$ cat src/rtl/crc_frame_ctrl.sv
// -----------------------------------------------------------------------------
// crc_frame_ctrl
//
// Sequencer in front of the shared crc_192bits engine. It packs WORDS input
// words of WORD_W bits into one 176-bit payload (first word in the MSBs),
// holds that payload stable on the engine input while the engine computes,
// captures the 192-bit payload+CRC codeword, checks that the engine echoed
// the payload unchanged, and presents the codeword downstream with
// valid/ready flow control.
//
// Parameters
//   WORD_W       input word width (16)
//   WORDS        words per payload (11); WORD_W*WORDS must be 176
//   CRC_LATENCY  clock edges from a stable crc_data_in to a valid
//                crc_data_out, counting the capture edge; must be >= 1
//
// Ports
//   clk           in   system clock, rising edge
//   rst           in   asynchronous reset, active-high
//   in_data       in   payload word
//   in_valid      in   in_data is valid
//   in_ready      out  a word is accepted this cycle if in_valid is high
//   in_abort      in   discard the partial payload (only while filling)
//   crc_data_in   out  payload driven into the engine's data_in
//   crc_data_out  in   codeword from the engine's data_out
//   out_data      out  captured codeword
//   out_valid     out  out_data is valid
//   out_ready     in   downstream accepts out_data
//   frame_cnt     out  number of delivered codewords, wraps at 16 bits
//   err_echo      out  sticky: engine returned a payload different from ours
// -----------------------------------------------------------------------------
module crc_frame_ctrl #(
    parameter int WORD_W      = 16,
    parameter int WORDS       = 11,
    parameter int CRC_LATENCY = 2
) (
    input  logic                         clk,
    input  logic                         rst,
    input  logic [WORD_W-1:0]            in_data,
    input  logic                         in_valid,
    output logic                         in_ready,
    input  logic                         in_abort,
    output logic [WORD_W*WORDS-1:0]      crc_data_in,
    input  logic [WORD_W*WORDS+16-1:0]   crc_data_out,
    output logic [WORD_W*WORDS+16-1:0]   out_data,
    output logic                         out_valid,
    input  logic                         out_ready,
    output logic [15:0]                  frame_cnt,
    output logic                         err_echo
);

    localparam int PAYLOAD_W = WORD_W * WORDS;
    localparam int CODE_W    = PAYLOAD_W + 16;
    localparam int IDX_W     = (WORDS > 1) ? $clog2(WORDS) : 1;
    localparam int CNT_W     = (CRC_LATENCY > 1) ? $clog2(CRC_LATENCY) : 1;

    localparam logic [IDX_W-1:0] LAST_IDX = IDX_W'(WORDS - 1);
    localparam logic [CNT_W-1:0] LAST_CNT = CNT_W'(CRC_LATENCY - 1);

    typedef enum logic [1:0] {
        FILL = 2'd0,
        WAIT = 2'd1,
        OUT  = 2'd2
    } state_t;

    state_t            state;
    state_t            next_state;
    logic [IDX_W-1:0]  word_idx;
    logic [CNT_W-1:0]  wait_cnt;

    logic              accept;
    logic              abort_fill;
    logic              last_word;
    logic              capture;
    logic              handshake;
    logic              echo_bad;

    // -------------------------------------------------------------------------
    // Next-state and strobe decode
    // -------------------------------------------------------------------------
    always_comb begin
        next_state = state;
        accept     = 1'b0;
        abort_fill = 1'b0;
        capture    = 1'b0;
        handshake  = 1'b0;

        case (state)
            FILL: begin
                // Abort wins over a word presented in the same cycle, so that
                // word is dropped rather than written into the new payload.
                if (in_abort) begin
                    abort_fill = 1'b1;
                end else if (in_valid) begin
                    accept = 1'b1;
                    if (word_idx == LAST_IDX) begin
                        next_state = WAIT;
                    end
                end
            end

            WAIT: begin
                if (wait_cnt == LAST_CNT) begin
                    capture    = 1'b1;
                    next_state = OUT;
                end
            end

            OUT: begin
                // out_ready only matters once the codeword is on offer.
                if (out_valid && out_ready) begin
                    handshake  = 1'b1;
                    next_state = FILL;
                end
            end

            default: begin
                next_state = FILL;
            end
        endcase
    end

    assign last_word = (word_idx == LAST_IDX);

    // The engine must return our payload verbatim in the upper bits.
    assign echo_bad = (crc_data_out[CODE_W-1:16] != crc_data_in);

    // Held low while reset is asserted; FILL is the reset state, so the
    // controller is ready as soon as reset is released.
    assign in_ready = (state == FILL) && !rst;

    // -------------------------------------------------------------------------
    // State register
    // -------------------------------------------------------------------------
    always_ff @(posedge clk or posedge rst) begin
        if (rst) begin
            state <= FILL;
        end else begin
            state <= next_state;
        end
    end

    // -------------------------------------------------------------------------
    // Fill side: word index and payload register
    // -------------------------------------------------------------------------
    always_ff @(posedge clk or posedge rst) begin
        if (rst) begin
            word_idx <= '0;
        end else if (abort_fill || handshake) begin
            word_idx <= '0;
        end else if (accept) begin
            word_idx <= last_word ? '0 : IDX_W'(word_idx + 1'b1);
        end
    end

    // Each accepted word overwrites only its own slot; the rest of the
    // payload keeps whatever it held, including the previous frame's words.
    always_ff @(posedge clk or posedge rst) begin
        if (rst) begin
            crc_data_in <= '0;
        end else if (accept) begin
            for (int k = 0; k < WORDS; k++) begin
                if (word_idx == IDX_W'(k)) begin
                    crc_data_in[PAYLOAD_W-1-WORD_W*k -: WORD_W] <= in_data;
                end
            end
        end
    end

    // -------------------------------------------------------------------------
    // Wait side: latency counter, cleared as the last word is accepted
    // -------------------------------------------------------------------------
    always_ff @(posedge clk or posedge rst) begin
        if (rst) begin
            wait_cnt <= '0;
        end else if (accept && last_word) begin
            wait_cnt <= '0;
        end else if (state == WAIT) begin
            wait_cnt <= CNT_W'(wait_cnt + 1'b1);
        end
    end

    // -------------------------------------------------------------------------
    // Output side: codeword capture, valid flag, frame counter, echo flag
    // -------------------------------------------------------------------------
    always_ff @(posedge clk or posedge rst) begin
        if (rst) begin
            out_data <= '0;
        end else if (capture) begin
            out_data <= crc_data_out;
        end
    end

    always_ff @(posedge clk or posedge rst) begin
        if (rst) begin
            out_valid <= 1'b0;
        end else if (capture) begin
            out_valid <= 1'b1;
        end else if (handshake) begin
            out_valid <= 1'b0;
        end
    end

    always_ff @(posedge clk or posedge rst) begin
        if (rst) begin
            frame_cnt <= '0;
        end else if (handshake) begin
            frame_cnt <= frame_cnt + 16'd1;
        end
    end

    always_ff @(posedge clk or posedge rst) begin
        if (rst) begin
            err_echo <= 1'b0;
        end else if (capture && echo_bad) begin
            err_echo <= 1'b1;
        end
    end

endmodule

$ cat config.mk
export PLATFORM = sky130hd
export DESIGN_NAME = crc_frame_ctrl
export DESIGN_NICKNAME = d
export VERILOG_FILES = /design/src/rtl/crc_frame_ctrl.sv
export SDC_FILE = /design/constraint.sdc
export NUM_CORES = 1
export LEC_CHECK = 0
export ABC_CLOCK_PERIOD_IN_PS = 14700
export BUFFER_PORTS_ARGS = -buffer_cell sky130_fd_sc_hd__buf_2
export CELL_PAD_IN_SITES_DETAIL_PLACEMENT = 1
export CELL_PAD_IN_SITES_GLOBAL_PLACEMENT = 1
export CORE_AREA = 5 5 230 232
export DETAILED_ROUTE_END_ITERATION = 7
export DIE_AREA = 0 0 235 237
export PLACE_DENSITY_LB_ADDON = 0.1
export SETUP_SLACK_MARGIN = 0.15
export SYNTH_ARGS = -nofsm -noshare
export SYNTH_HDL_FRONTEND = slang
export SYNTH_SLANG_ARGS = --single-unit
$ cat constraint.sdc
create_clock -name clk -period 14.7 [get_ports clk]
set_input_delay 1.47 -clock clk [delete_from_list [all_inputs] [get_ports clk]]
set_output_delay 1.47 -clock clk [all_outputs]
set_load 0.1 [all_outputs]
# == Word-level counts from Yosys, hierarchy flattened ==
# Cells that the tools add are included.
# Widths: inputs -> output; s select.
# op_classes
add_sub_neg,3
n_eq_ne,18
n_mux,22
reduce_logical,23
# op_table
cell,n
$ne 176x176->1,1
$reduce_and 2->1,11
$add 16x1->16 const B,1
$eq 4x3->1 const B,4
$mux 1,13
$eq 4x4->1 const B,3
$mux 4,3
$mux 2,5
$ne 2x2->1 const B,5
$eq 4x2->1 const B,2
$pmux 2 s3,1
$reduce_bool 2->1,3
$reduce_and 5->1,1
$add 4x1->4 const B,1
$eq 4x1->1 const B,1
$logic_and 1x1->1,4
$logic_not 4->1,1
$eq 2x1->1 const B,1
$eq 2x2->1 const B,1
$logic_not 2->1,1
$add 1x1->1 const B,1
$logic_not 1->1,1
$logic_or 1x1->1,1
# word_totals
register_bits,393
in_bits,213
out_inout_bits,387
elab_cells,84

# == Logic depth before layout (Yosys ltp) ==
# Gate-level depths: netlist of run 1.
# depth
ltp_word,5
depth_mapped,8
ltp_nobuf,6

# == Worst setup path before layout of run 1 ==
# Ideal clock, no wire load.
# synth_timing
kind,input -> output
from,input port rst
to,output port in_ready
arrival_ns,3.497
required_ns,13.230
setup_slack_ns,9.733
path_stages,1
path_cell_list,nor3_1
# synth_via
elab_chain_cells,2
# synth_rtl
item,line_no,rtl
from (decl),38,"input logic rst,"
$logic_not 1->1 (no line),-,
$logic_and 1x1->1,130,assign in_ready = (state == FILL) && !rst;
to (decl),41,"output logic in_ready,"
# No other way between the ends.

# == Worst setup path in the final report of run 1 ==
# Ends and elaborated chain as after synthesis.

==> results of run 1 <==
## power by group
group | total (mW) | leakage [nW] | switching (mW) | internal, mW
Combinational | 0.715 | 5.28 | 0.578 | 0.138
Clock | 1.14 | 0.737 | 0.455 | 0.682
Sequential | 1.21 | 4.94 | 0.0649 | 1.14
Total | 3.06 | 11.0 | 1.10 | 1.96
## how the worst min path moves through the flow
stage	start	endpoint	slack, ps	cells past startpoint
global placement	frame_cnt[15]$_DFFE_PP0P_	frame_cnt[15]$_DFFE_PP0P_	460	1
finish	frame_cnt[15]$_DFFE_PP0P_	frame_cnt[15]$_DFFE_PP0P_	480	1
global route	out_data[12]$_DFFE_PP0P_	out_data[12]$_DFFE_PP0P_	510	1
floorplan	wait_cnt$_DFFE_PP0P_	state[0]$_DFFE_PP0P_	500	1
CTS	out_data[111]$_DFFE_PP0P_	out_data[111]$_DFFE_PP0P_	490	2
detailed placement	out_data[123]$_DFFE_PP0P_	out_data[123]$_DFFE_PP0P_	470	2
## per-layer routing
layer / track usage [%] / up-vias
li1: - / 5283
met1: 28.2 / 6186
met2: 41.4 / 382
met3: 5.61 / 62
met4: 5.11 / 4
met5: 0 / -
## registers in the layout, indices dropped and copies added (netlist names)
signal,flops
state,2
crc_data_in,176
err_echo,1
word_idx,4
out_data,192
out_valid,1
frame_cnt,16
wait_cnt,1
## critical path, stage by stage
cell and delay, ps:
buf_2 130, nor3_1 130, buf_2 450
## cell type report
cell class              instances  area, µm²
clock buffers                  72       1430
repair buffers                609       3090
fillers                      5427      28800
flip-flops and latches        393       9830
inverters                      14       60.1
diodes                          2       5.00
clock inverters                 7       62.6
well taps                     680        851
multi-input cells             699       6690
## Yosys cell counts, types with 2 or more instances
cell       number  area [µm²]
xnor2_1       117        1020
nand4_1        36         225
mux2_4          8         120
o21ai_0        13        65.1
buf_2          14        70.1
nand2_1        24        90.1
xor2_1         64         561
and3_1          2        12.5
nor4_1         23         144
dfrtp_1       393        9830
buf_4           2        15.0
nand3_1         5        25.0
o22ai_1         3        18.8
nor2_1          7        26.3
nor2b_1         5        31.3
a21o_1          2        15.0
or3_1           2        12.5
mux2_2        355        4000
o2bb2ai_1       3        26.3
nor3b_4         2        37.5
a21oi_1         7        35.0
inv_1          14        52.6
nor3_1          5        25.0
clkbuf_1       33         124
buf_6           2        22.5
## through the flow
step	instance area, µm²	utilization (%)
2_1_floorplan	16800	-
3_3_place_gp	20500	40.4
3_5_place_dp	20500	40.4
4_1_cts	22000	43.3
5_1_grt	22000	43.3
6_report	22000	43.4
## cells by family after synthesis
family                     after synthesis  share of synthesized area [%]
muxes                                  363                           24.5
AOI/OAI and AO/OA                       34                           1.27
DFF                                    393                           58.6
buffers and inverters                   66                           1.78
and+or+nand+nor                        120                           4.35
xor gates and xnor gates               181                           9.44
adders and majority gates                1                         0.0745
==> out/results.tsv, run 1 <==
stage	metric	value	unit
outcome	outcome	finished, final reports clean	
layout	drive_gt1_share	58.6	%
sta	relSlewSlack	25.3	%
layout	area_growth	31.1	%
sta	finalHoldWorstSlack	475	ps
synth	syn_avg_cell_area	14.5	µm²
global_routing	overflow	0	
synth	yosysWarningCount	0	
synth	netlist_area	16800	µm²
drt	wirelength	65.8	mm
power	finalPower	3.06	mW
drt	top_layer	met5	
sta	max_slew.worst_pin.slew	1120	ps
flow_run	max_cap_viol_count	0	
clock_network	cts_buffers	47	
drt	drt-initial-drc-count	433	
sta	timing.fmax	274	MHz
synth	synth-seq-cells	393	
sta	setup-tns-final	0	ps
synth	ys.flop_type	dfrtp_1	
critical_path	path_class	input pin to output port	
placement	place.gp.congestion	0.832	
clock_network	worstSkewPairLatency	570	ps
floorplanning	num_rows	83	
critical_path	worst-r2r-cell-count	4	
floorplanning	die_h	237	µm
min_path	hold_class	flip-flop to flip-flop	
global_routing	grt_pass1_vias	13400	
floorplanning	core-area	50800	µm²
power	power.density	139	nW/µm²
sta	setup_slack	11040	ps
synth	synth-edff-count	0	
clock_network	clockRootBuffer	clkbuf_16	
drt	ant_nets	0	
placement	placed_cells	2395	
layout	most-common-layout-cells	599 x buf_2, 393 x dfrtp_1, 355 x mux2_2, 117 x xnor2_1, 64 x xor2_1	
drt	wl_met2	34.1	mm
clock_network	hold_buffers	0	
floorplanning	io-pin-count	600	
global_routing	antenna_found_initial	4	
synth	synth_cell_type_count	42	
drt	wl_per_cell	26.6	µm
floorplanning	initial_utilization	33.1	%
global_routing	grt_max_degree	166	
sta	setup_viol_count_final	0	
sta	fin_crit	3660	ps
placement	hpwl	50.0	mm
critical_path	arrival	2190	ps
clock_network	clk_pin_slew_worst_paths	50	ps
sta	finalClockSkew	13.7	ps
critical_path	cp-startpoint	rst	
synth	synth_cells	1158	
clock_network	cts-htree-levels	2	
power	leakagePower	11.0	nW
layout	layout_commonest_cell	buf_2	
clock_network	ctsResizeCount	0	
critical_path	cp.required	13230	ps
sta	rsz0062_at_grt	false	
drt	wl_met3	3.90	mm
placement	preCtsSetupSlack	10610	ps
layout	nets	1978	
critical_path	crit_end	in_ready	
drt	remaining_drc_errors	0	
drt	drt_pre_antenna_iters	6	
synth	syn-num-nets	1372	
clock_network	postCtsSetupRepairBufs	0	
sta	period_share	24.9	%
critical_path	end_kind	output port	
layout	finalNonFillerCells	2476	
power	ir_worst_vdd	72.2	µV
clock_network	cts_tree	done	
synth	async_flop_share	100	%
drt	via_per_inst	4.81	
critical_path	r2r-start	state[0]$_DFFE_PP0P_	
synth	yosysSeqAreaShare	58.6	%
floorplanning	die-area	55700	µm²
critical_path	worst_setup_path_start_kind	input pin	
global_routing	grt_pass1_wl	95.4	mm
critical_path	reg2reg_slack	11760	ps
critical_path	path_max_fanout	2	
floorplanning	dieWidth	235	µm
clock_network	cts_buffer_depth	3	
global_routing	grt.total_usage	23.0	%
drt	wl_met1	26.7	mm
sta	finalMaxSlewViolations	0	
sta	final-hold-violation-count	0	
clock_network	clkSinkCount	393	
drt	vias	11900	
critical_path	timing.rr.end	out_data[40]$_DFFE_PP0P_	
placement	io_buffers	599	
(Power assumes the default switching activity.)
==> run 2, diff against run 1 <==
--- a/config.mk
+++ b/config.mk
@@ -5,13 +5,13 @@
 export SDC_FILE = /design/constraint.sdc
 export NUM_CORES = 1
 export LEC_CHECK = 0
-export ABC_CLOCK_PERIOD_IN_PS = 14700
+export ABC_CLOCK_PERIOD_IN_PS = 3000
 export BUFFER_PORTS_ARGS = -buffer_cell sky130_fd_sc_hd__buf_2
 export CELL_PAD_IN_SITES_DETAIL_PLACEMENT = 1
 export CELL_PAD_IN_SITES_GLOBAL_PLACEMENT = 1
-export CORE_AREA = 5 5 230 232
+export CORE_AREA = 5 5 229 231
 export DETAILED_ROUTE_END_ITERATION = 7
-export DIE_AREA = 0 0 235 237
+export DIE_AREA = 0 0 234 236
 export PLACE_DENSITY_LB_ADDON = 0.1
 export SETUP_SLACK_MARGIN = 0.15
 export SYNTH_ARGS = -nofsm -noshare
==> constraint.sdc (replaced) <==
create_clock -name clk -period 3 [get_ports clk]
set_input_delay 0.3 -clock clk [delete_from_list [all_inputs] [get_ports clk]]
set_output_delay 0.3 -clock clk [all_outputs]
set_load 0.1 [all_outputs]
==> run 2 against run 1 <==
Critical path depth grew 4. Die area is 0.85% lower. Clock skew down 1.8 ps. Final cell count grew 7.4%. Power rose to 5.0 times the previous value. Via count increased by 7.7%. Count of clock-buffer cells in the layout decreased by 5. Clock power rose to 5.1 times the previous value. Sequential power rose to 4.9 times the previous value. Combinational power grew to 5.2 times the previous value. Critical endpoint is now err_echo$_DFFE_PP0P_. Largest cell class unchanged. Largest power group unchanged.
==> out/results.tsv, run 2 (synthesis results as in run 1) <==
stage	metric	value	unit	change
layout	fillers	5324		was 5427
clock_network	worstSkewPairLatency	580	ps	was 570 ps
drt	ant_nets	0		unchanged
clock_network	ctsResizeCount	0		unchanged
sta	finalMaxSlewViolations	0		unchanged
power	leakagePower	11.8	nW	was 11.0 nW
critical_path	arrival	2870	ps	was 2190 ps
clock_network	cts_tree	done		unchanged
drt	via_per_inst	4.82		was 4.81
critical_path	crit_family	simple AND/OR/NAND/NOR gates		was buffers and inverters
sta	max_slew.worst_pin.slew	885	ps	was 1120 ps
clock_network	cts_buffer_depth	3		unchanged
sta	period_share	80.3	%	
critical_path	max_stage_delay	770	ps	was 450 ps
sta	timing.fmax	415	MHz	
layout	area_growth	42.9	%	was 31.1%
layout	nets	2163		was 1978
critical_path	crit_buf_inv	2		unchanged
placement	placed_cells	2403		was 2395
power	finalPower	15.4	mW	was 3.06 mW
critical_path	worst_setup_path_start_kind	flip-flop		was input pin
flow_run	max_cap_viol_count	0		unchanged
sta	fin_crit	2410	ps	
sta	finalHoldWorstSlack	26.2	ps	was 475 ps
outcome	outcome	finished, final reports clean		unchanged
sta	final-hold-violation-count	0		unchanged
placement	io_buffers	599		unchanged
layout	max_flop_register	out_data		unchanged
clock_network	clk_pin_slew_worst_paths	60	ps	was 50 ps
critical_path	cp.required	3460	ps	was 13230 ps
drt	remaining_drc_errors	0		unchanged
sta	rsz0062_at_grt	false		unchanged
drt	drt-initial-drc-count	513		was 433
floorplanning	initial_utilization	33.7	%	was 33.1%
global_routing	grt_pass1_wl	100	mm	was 95.4 mm
clock_network	cts_buffers	47		unchanged
critical_path	path_max_fanout	3		was 2
layout	drive_gt1_share	54.2	%	was 58.6%
floorplanning	core-area	49900	µm²	was 50800 µm²
layout	layout_commonest_cell	buf_2		unchanged
global_routing	antenna_found_initial	5		was 4
power	ir_worst_vdd	483	µV	was 72.2 µV
layout	most-common-layout-cells	599 x buf_2, 393 x dfrtp_1, 355 x mux2_2, 169 x dlygate4sd3_1, 117 x xnor2_1		was 599 x buf_2, 393 x dfrtp_1, 355 x mux2_2, 117 x xnor2_1, 64 x xor2_1
drt	wl_per_cell	26.0	µm	was 26.6 µm
critical_path	cp_slowest_cell	nor4_1		was buf_2
min_path	hold_class	input pin to flip-flop		was flip-flop to flip-flop
floorplanning	dieWidth	234	µm	was 235 µm
sta	relSlewSlack	40.5	%	was 25.3%
drt	wirelength	69.2	mm	was 65.8 mm
floorplanning	num_rows	82		was 83
layout	top_regs	out_data: 192 flops, crc_data_in: 176 flops, frame_cnt: 16 flops		unchanged
drt	drt_pre_antenna_iters	4		was 6
critical_path	path_class	flip-flop to flip-flop		was input pin to output port
clock_network	clockRootBuffer	clkbuf_16		unchanged
floorplanning	die-area	55200	µm²	was 55700 µm²
critical_path	end_kind	flip-flop		was output port
sta	finalClockSkew	12.0	ps	was 13.7 ps
placement	place.gp.congestion	0.807		was 0.832
drt	vias	12800		was 11900
global_routing	grt.total_usage	24.5	%	was 23.0%
clock_network	clkSinkCount	393		unchanged
global_routing	overflow	0		unchanged
floorplanning	io-pin-count	600		unchanged
global_routing	grt_pass1_vias	14500		was 13400
sta	setup_viol_count_final	0		unchanged
critical_path	cp_cell_sequence	xor2_1, nor4_1, buf_4, nand4_1, nor4_1, buf_4, a21oi_1		was buf_2, nor3_1, buf_2
clock_network	cts-htree-levels	2		unchanged
floorplanning	die_h	236	µm	was 237 µm
layout	finalNonFillerCells	2659		was 2476
placement	hpwl	50.7	mm	was 50.0 mm
layout	largest_reg_flops	192		unchanged
power	power.density	642	nW/µm²	was 139 nW/µm²
sta	setup-tns-final	0	ps	unchanged
layout	multi_input_area	6690	µm²	about the same
layout	regArea	9830	µm²	unchanged
global_routing	grt_max_degree	107		was 166
## run 2: path summary, 6_finish.rpt
| path | to | from | depth (start not counted) | slack, ps |
|---|---|---|---|---|
| max in group asynchronous | out_data[9]$_DFFE_PP0P_ | rst | 4 | 1650 |
| worst min-delay path | out_data[91]$_DFFE_PP0P_ | crc_data_out[91] | 2 | 30 |
| min in group asynchronous | out_data[98]$_DFFE_PP0P_ | rst | 3 | 380 |
| worst max-delay path | err_echo$_DFFE_PP0P_ | crc_data_in[148]$_DFFE_PP0P_ | 7 | 590 |
| worst min register to register | out_data[111]$_DFFE_PP0P_ | out_data[111]$_DFFE_PP0P_ | 2 | 480 |
| worst max register to register | err_echo$_DFFE_PP0P_ | crc_data_in[148]$_DFFE_PP0P_ | 7 | 590 |
## run 2: metal layers
| metal | vias to the layer above | GRT usage (%) | routed length, µm | part of all wire [%] |
|---|---|---|---|---|
| li1 | 5679 | - | - | - |
| met1 | 6621 | 29.2 | 26800 | 39 |
| met2 | 428 | 43.6 | 35500 | 51 |
| met3 | 101 | 5.92 | 4930 | 7.1 |
| met4 | 0 | 7.19 | 1980 | 2.9 |
| met5 | - | 0 | 0 | 0 |
## run 2: timing repair
item / CTS / global route
buffers inserted: 0 / 0
hold buffers: 169 / 0
hold endpoints to repair: 181 / 0
## run 2: final cells by class
cell class | count | area share [%]
Multi-Input combinational cell | 699 | 27.9
Clock inverter | 19 | 0.730
Antenna cell | 1 | 0.0104
Clock buffer | 67 | 5.77
Timing Repair Buffer | 794 | 20.9
Tap cell | 672 | 3.50
Sequential cell | 393 | 41.0
Inverter | 14 | 0.235
## run 2: metrics by stage
step | utilization (%) | area [µm²] | setup WS, ps
2_1_floorplan | - | 16800 | -2590
3_5_place_dp | 41.6 | 20700 | 545
4_1_cts | 48.1 | 24000 | 533
3_3_place_gp | 41.6 | 20700 | 508
6_report | 48.1 | 24000 | 591
5_1_grt | 48.1 | 24000 | 435
## run 2: where the power goes
group / switching (mW) / internal (mW)
Sequential: 0.292 / 5.59
Clock: 2.33 / 3.46
Combinational: 2.89 / 0.835
Total: 5.52 / 9.88
==> run 3, diff against run 2 <==
--- a/config.mk
+++ b/config.mk
@@ -5,7 +5,8 @@
 export SDC_FILE = /design/constraint.sdc
 export NUM_CORES = 1
 export LEC_CHECK = 0
-export ABC_CLOCK_PERIOD_IN_PS = 3000
+export ABC_AREA = 1
+export ABC_CLOCK_PERIOD_IN_PS = 2300
 export BUFFER_PORTS_ARGS = -buffer_cell sky130_fd_sc_hd__buf_2
 export CELL_PAD_IN_SITES_DETAIL_PLACEMENT = 1
 export CELL_PAD_IN_SITES_GLOBAL_PLACEMENT = 1
==> constraint.sdc (replaced) <==
create_clock -name clk -period 2.3 [get_ports clk]
set_input_delay 0.23 -clock clk [delete_from_list [all_inputs] [get_ports clk]]
set_output_delay 0.23 -clock clk [all_outputs]
set_load 0.1 [all_outputs]
==> run 3 against run 2 <==
Critical path depth unchanged. Sequential share of layout area is 0.58 points lower. Register-to-register slack lost 350 ps. Final cell count up 29%. Global-route usage is 1.9 points higher. Combinational power is 39% higher. Cell area up 1.4%. Via count increased by 26%. Power is 29% higher. Sequential cell count unchanged. Largest cell class unchanged. Highest routed layer is now met5.
==> out/results.tsv, run 3 <==
stage	metric	value	unit	change
critical_path	worst_setup_path_start_kind	flip-flop		unchanged
synth	ys.flop_type	dfrtp_1		unchanged
sta	setup_viol_count_final	0		unchanged
synth	yosysWarningCount	0		unchanged
clock_network	worstSkewPairLatency	570	ps	was 580 ps
flow_run	max_cap_viol_count	0		unchanged
synth	netlist_area	17300	µm²	was 16800 µm²
critical_path	path_class	flip-flop to flip-flop		unchanged
layout	drive_gt1_share	26.9	%	was 54.2%
clock_network	clkSinkCount	393		unchanged
critical_path	path_max_fanout	16		was 3
drt	wirelength	74.9	mm	was 69.2 mm
sta	relSlewSlack	42.1	%	was 40.5%
synth	synth_top_cells_by_count	894 x nand2_1, 393 x dfrtp_1, 164 x xnor2_1		was 393 x dfrtp_1, 355 x mux2_2, 117 x xnor2_1
placement	hpwl	53.6	mm	was 50.7 mm
floorplanning	die-area	55200	µm²	unchanged
placement	io_buffers	599		unchanged
global_routing	antenna_found_initial	16		was 5
drt	vias	16100		was 12800
clock_network	cts_tree	done		unchanged
layout	most-common-layout-cells	894 x nand2_1, 599 x buf_2, 393 x dfrtp_1, 195 x dlygate4sd3_1, 164 x xnor2_1		was 599 x buf_2, 393 x dfrtp_1, 355 x mux2_2, 169 x dlygate4sd3_1, 117 x xnor2_1
global_routing	overflow	0		unchanged
global_routing	grt_pass1_vias	17700		was 14500
synth	synth_top_cell_by_area	dfrtp_1		unchanged
power	ir_worst_vdd	514	µV	was 483 µV
floorplanning	io-pin-count	600		unchanged
sta	period_share	89.7	%	was 80.3%
layout	final_util	48.8	%	was 48.1%
floorplanning	dieWidth	234	µm	unchanged
placement	place.gp.congestion	0.815		was 0.807
synth	yosysSeqAreaShare	56.8	%	was 58.6%
synth	yosysTopAreaCellShare	56.8	%	was 58.6%
drt	via_per_inst	4.71		was 4.82
critical_path	arrival	2480	ps	was 2870 ps
sta	rsz0062_at_grt	true		was false
floorplanning	initial_utilization	34.7	%	was 33.7%
layout	largest_reg_flops	192		unchanged
synth	synth_cells	1935		was 1158
sta	max_slew.worst_pin.slew	867	ps	was 885 ps
drt	ant_nets	0		unchanged
clock_network	cts_buffer_depth	3		unchanged
power	leakagePower	11.7	nW	was 11.8 nW
floorplanning	num_rows	82		unchanged
synth	synth-seq-cells	393		unchanged
clock_network	cts-htree-levels	2		unchanged
sta	final-hold-violation-count	0		unchanged
global_routing	grt_pass1_wl	111	mm	was 100 mm
outcome	outcome	finished, final reports clean		unchanged
drt	drt_pre_antenna_iters	4		unchanged
layout	max_flop_register	out_data		unchanged
sta	finalMaxSlewViolations	0		unchanged
synth	syn-num-nets	2149		was 1372
synth	async_flop_share	100	%	unchanged
min_path	hold_class	input pin to flip-flop		unchanged
drt	drt-initial-drc-count	1027		was 513
synth	synth-edff-count	0		unchanged
sta	finalClockSkew	14.1	ps	was 12.0 ps
global_routing	grt_max_degree	119		was 107
synth	yosysMostFrequentCell	nand2_1		was dfrtp_1
sta	setup-tns-final	0	ps	unchanged
layout	layout_commonest_cell	nand2_1		was buf_2
sta	fin_crit	2060	ps	was 2410 ps
synth	syn_avg_cell_area	8.94	µm²	was 14.5 µm²
sta	timing.fmax	485	MHz	was 415 MHz
drt	remaining_drc_errors	0		unchanged
layout	area_growth	40.6	%	was 42.9%
clock_network	clk_pin_slew_worst_paths	60	ps	about the same
power	power.density	813	nW/µm²	was 642 nW/µm²
critical_path	end_kind	flip-flop		unchanged
layout	nets	2930		was 2163
layout	top_regs	out_data: 192 flops, crc_data_in: 176 flops, frame_cnt: 16 flops		unchanged
synth	synthTopCellsByArea	dfrtp_1 57%, nand2_1 19%, xnor2_1 8.3%		was dfrtp_1 59%, mux2_2 24%, xnor2_1 6.1%
sta	finalHoldWorstSlack	50.2	ps	was 26.2 ps
synth	synth_cell_type_count	41		was 42
clock_network	cts_buffers	46		was 47
global_routing	grt.total_usage	26.4	%	was 24.5%
placement	placed_area	21000	µm²	was 20700 µm²
critical_path	cp.required	2710	ps	was 3460 ps
drt	wl_per_cell	21.9	µm	was 26.0 µm
clock_network	clockRootBuffer	clkbuf_16		unchanged
floorplanning	core-area	49900	µm²	unchanged
layout	fin_area	24300	µm²	was 24000 µm²
floorplanning	die_h	236	µm	unchanged
run 3: repair_timing:
action,CTS,global route
hold buffers,195,0
resized for setup,0,2
endpoints found under the hold margin,393,0
setup buffers,0,0
setup endpoints to repair,0,22
run 3: critical path: stages (launching register included):
cell,delay (ps)
dfrtp_1,460
nor2_2,140
nand3_2,130
inv_2,280
buf_4,260
nand4_2,370
nand2_1,170
o21ai_0,90
run 3: routing by layer:
layer  vias to the layer above  share of wire (%)  track usage (%)
met5                         -              0.065                0
met4                         8                3.5             8.52
met3                       140                6.3             6.07
met2                       478                 49             45.3
met1                      7954                 41             32.9
li1                       7554                  -                -
run 3: power by group:
group | leakage, nW | switching [mW] | internal (mW) | total [mW]
clock | 0.662 | 2.89 | 3.97 | 6.85
sequential | 4.38 | 0.473 | 7.29 | 7.77
combinational | 6.62 | 4.03 | 1.15 | 5.17
total | 11.7 | 7.39 | 12.4 | 19.8
run 3: logic make-up after synthesis:
group	share of synthesized area, %
compound gates	6.18
xor+xnor	8.86
fa+ha+maj	0.0723
buf+inv	4.58
flops	56.8
simple gates	23.5
run 3: worst paths after layout:
| path | start | endpoint | slack, ps | cells after the start |
|---|---|---|---|---|
| max in group asynchronous | rst | out_data[170]$_DFFE_PP0P_ | 1240 | 4 |
| min in group asynchronous | rst | wait_cnt$_DFFE_PP0P_ | 330 | 4 |
| min reg2reg | out_data[88]$_DFFE_PP0P_ | out_data[88]$_DFFE_PP0P_ | 460 | 2 |
| min | in_abort | word_idx[1]$_DFFE_PP0P_ | 50 | 4 |
| max reg2reg | state[1]$_DFFE_PP0P_ | crc_data_in[146]$_DFFE_PP0P_ | 240 | 7 |
| max | state[1]$_DFFE_PP0P_ | crc_data_in[146]$_DFFE_PP0P_ | 240 | 7 |
run 3: stage by stage:
step | setup WS [ps] | total power, mW | std cells
after floorplan | -3220 | 11.5 | 1935
after global placement | 327 | 12.8 | 3144
after detailed placement | 258 | 12.8 | 3144
after CTS | 225 | 20.0 | 3415
after global routing | 116 | 20.6 | 3422
final | 237 | 19.8 | 3425
run 3: final cells by class:
class	count	area (µm²)
Clock buffer	74	1350
Timing Repair Buffer	824	5280
Antenna cell	9	22.5
Fill cell	5992	25500
Tap cell	672	841
Clock inverter	2	13.8
Inverter	71	292
Sequential cell	393	9830
Multi-Input combinational cell	1380	6700
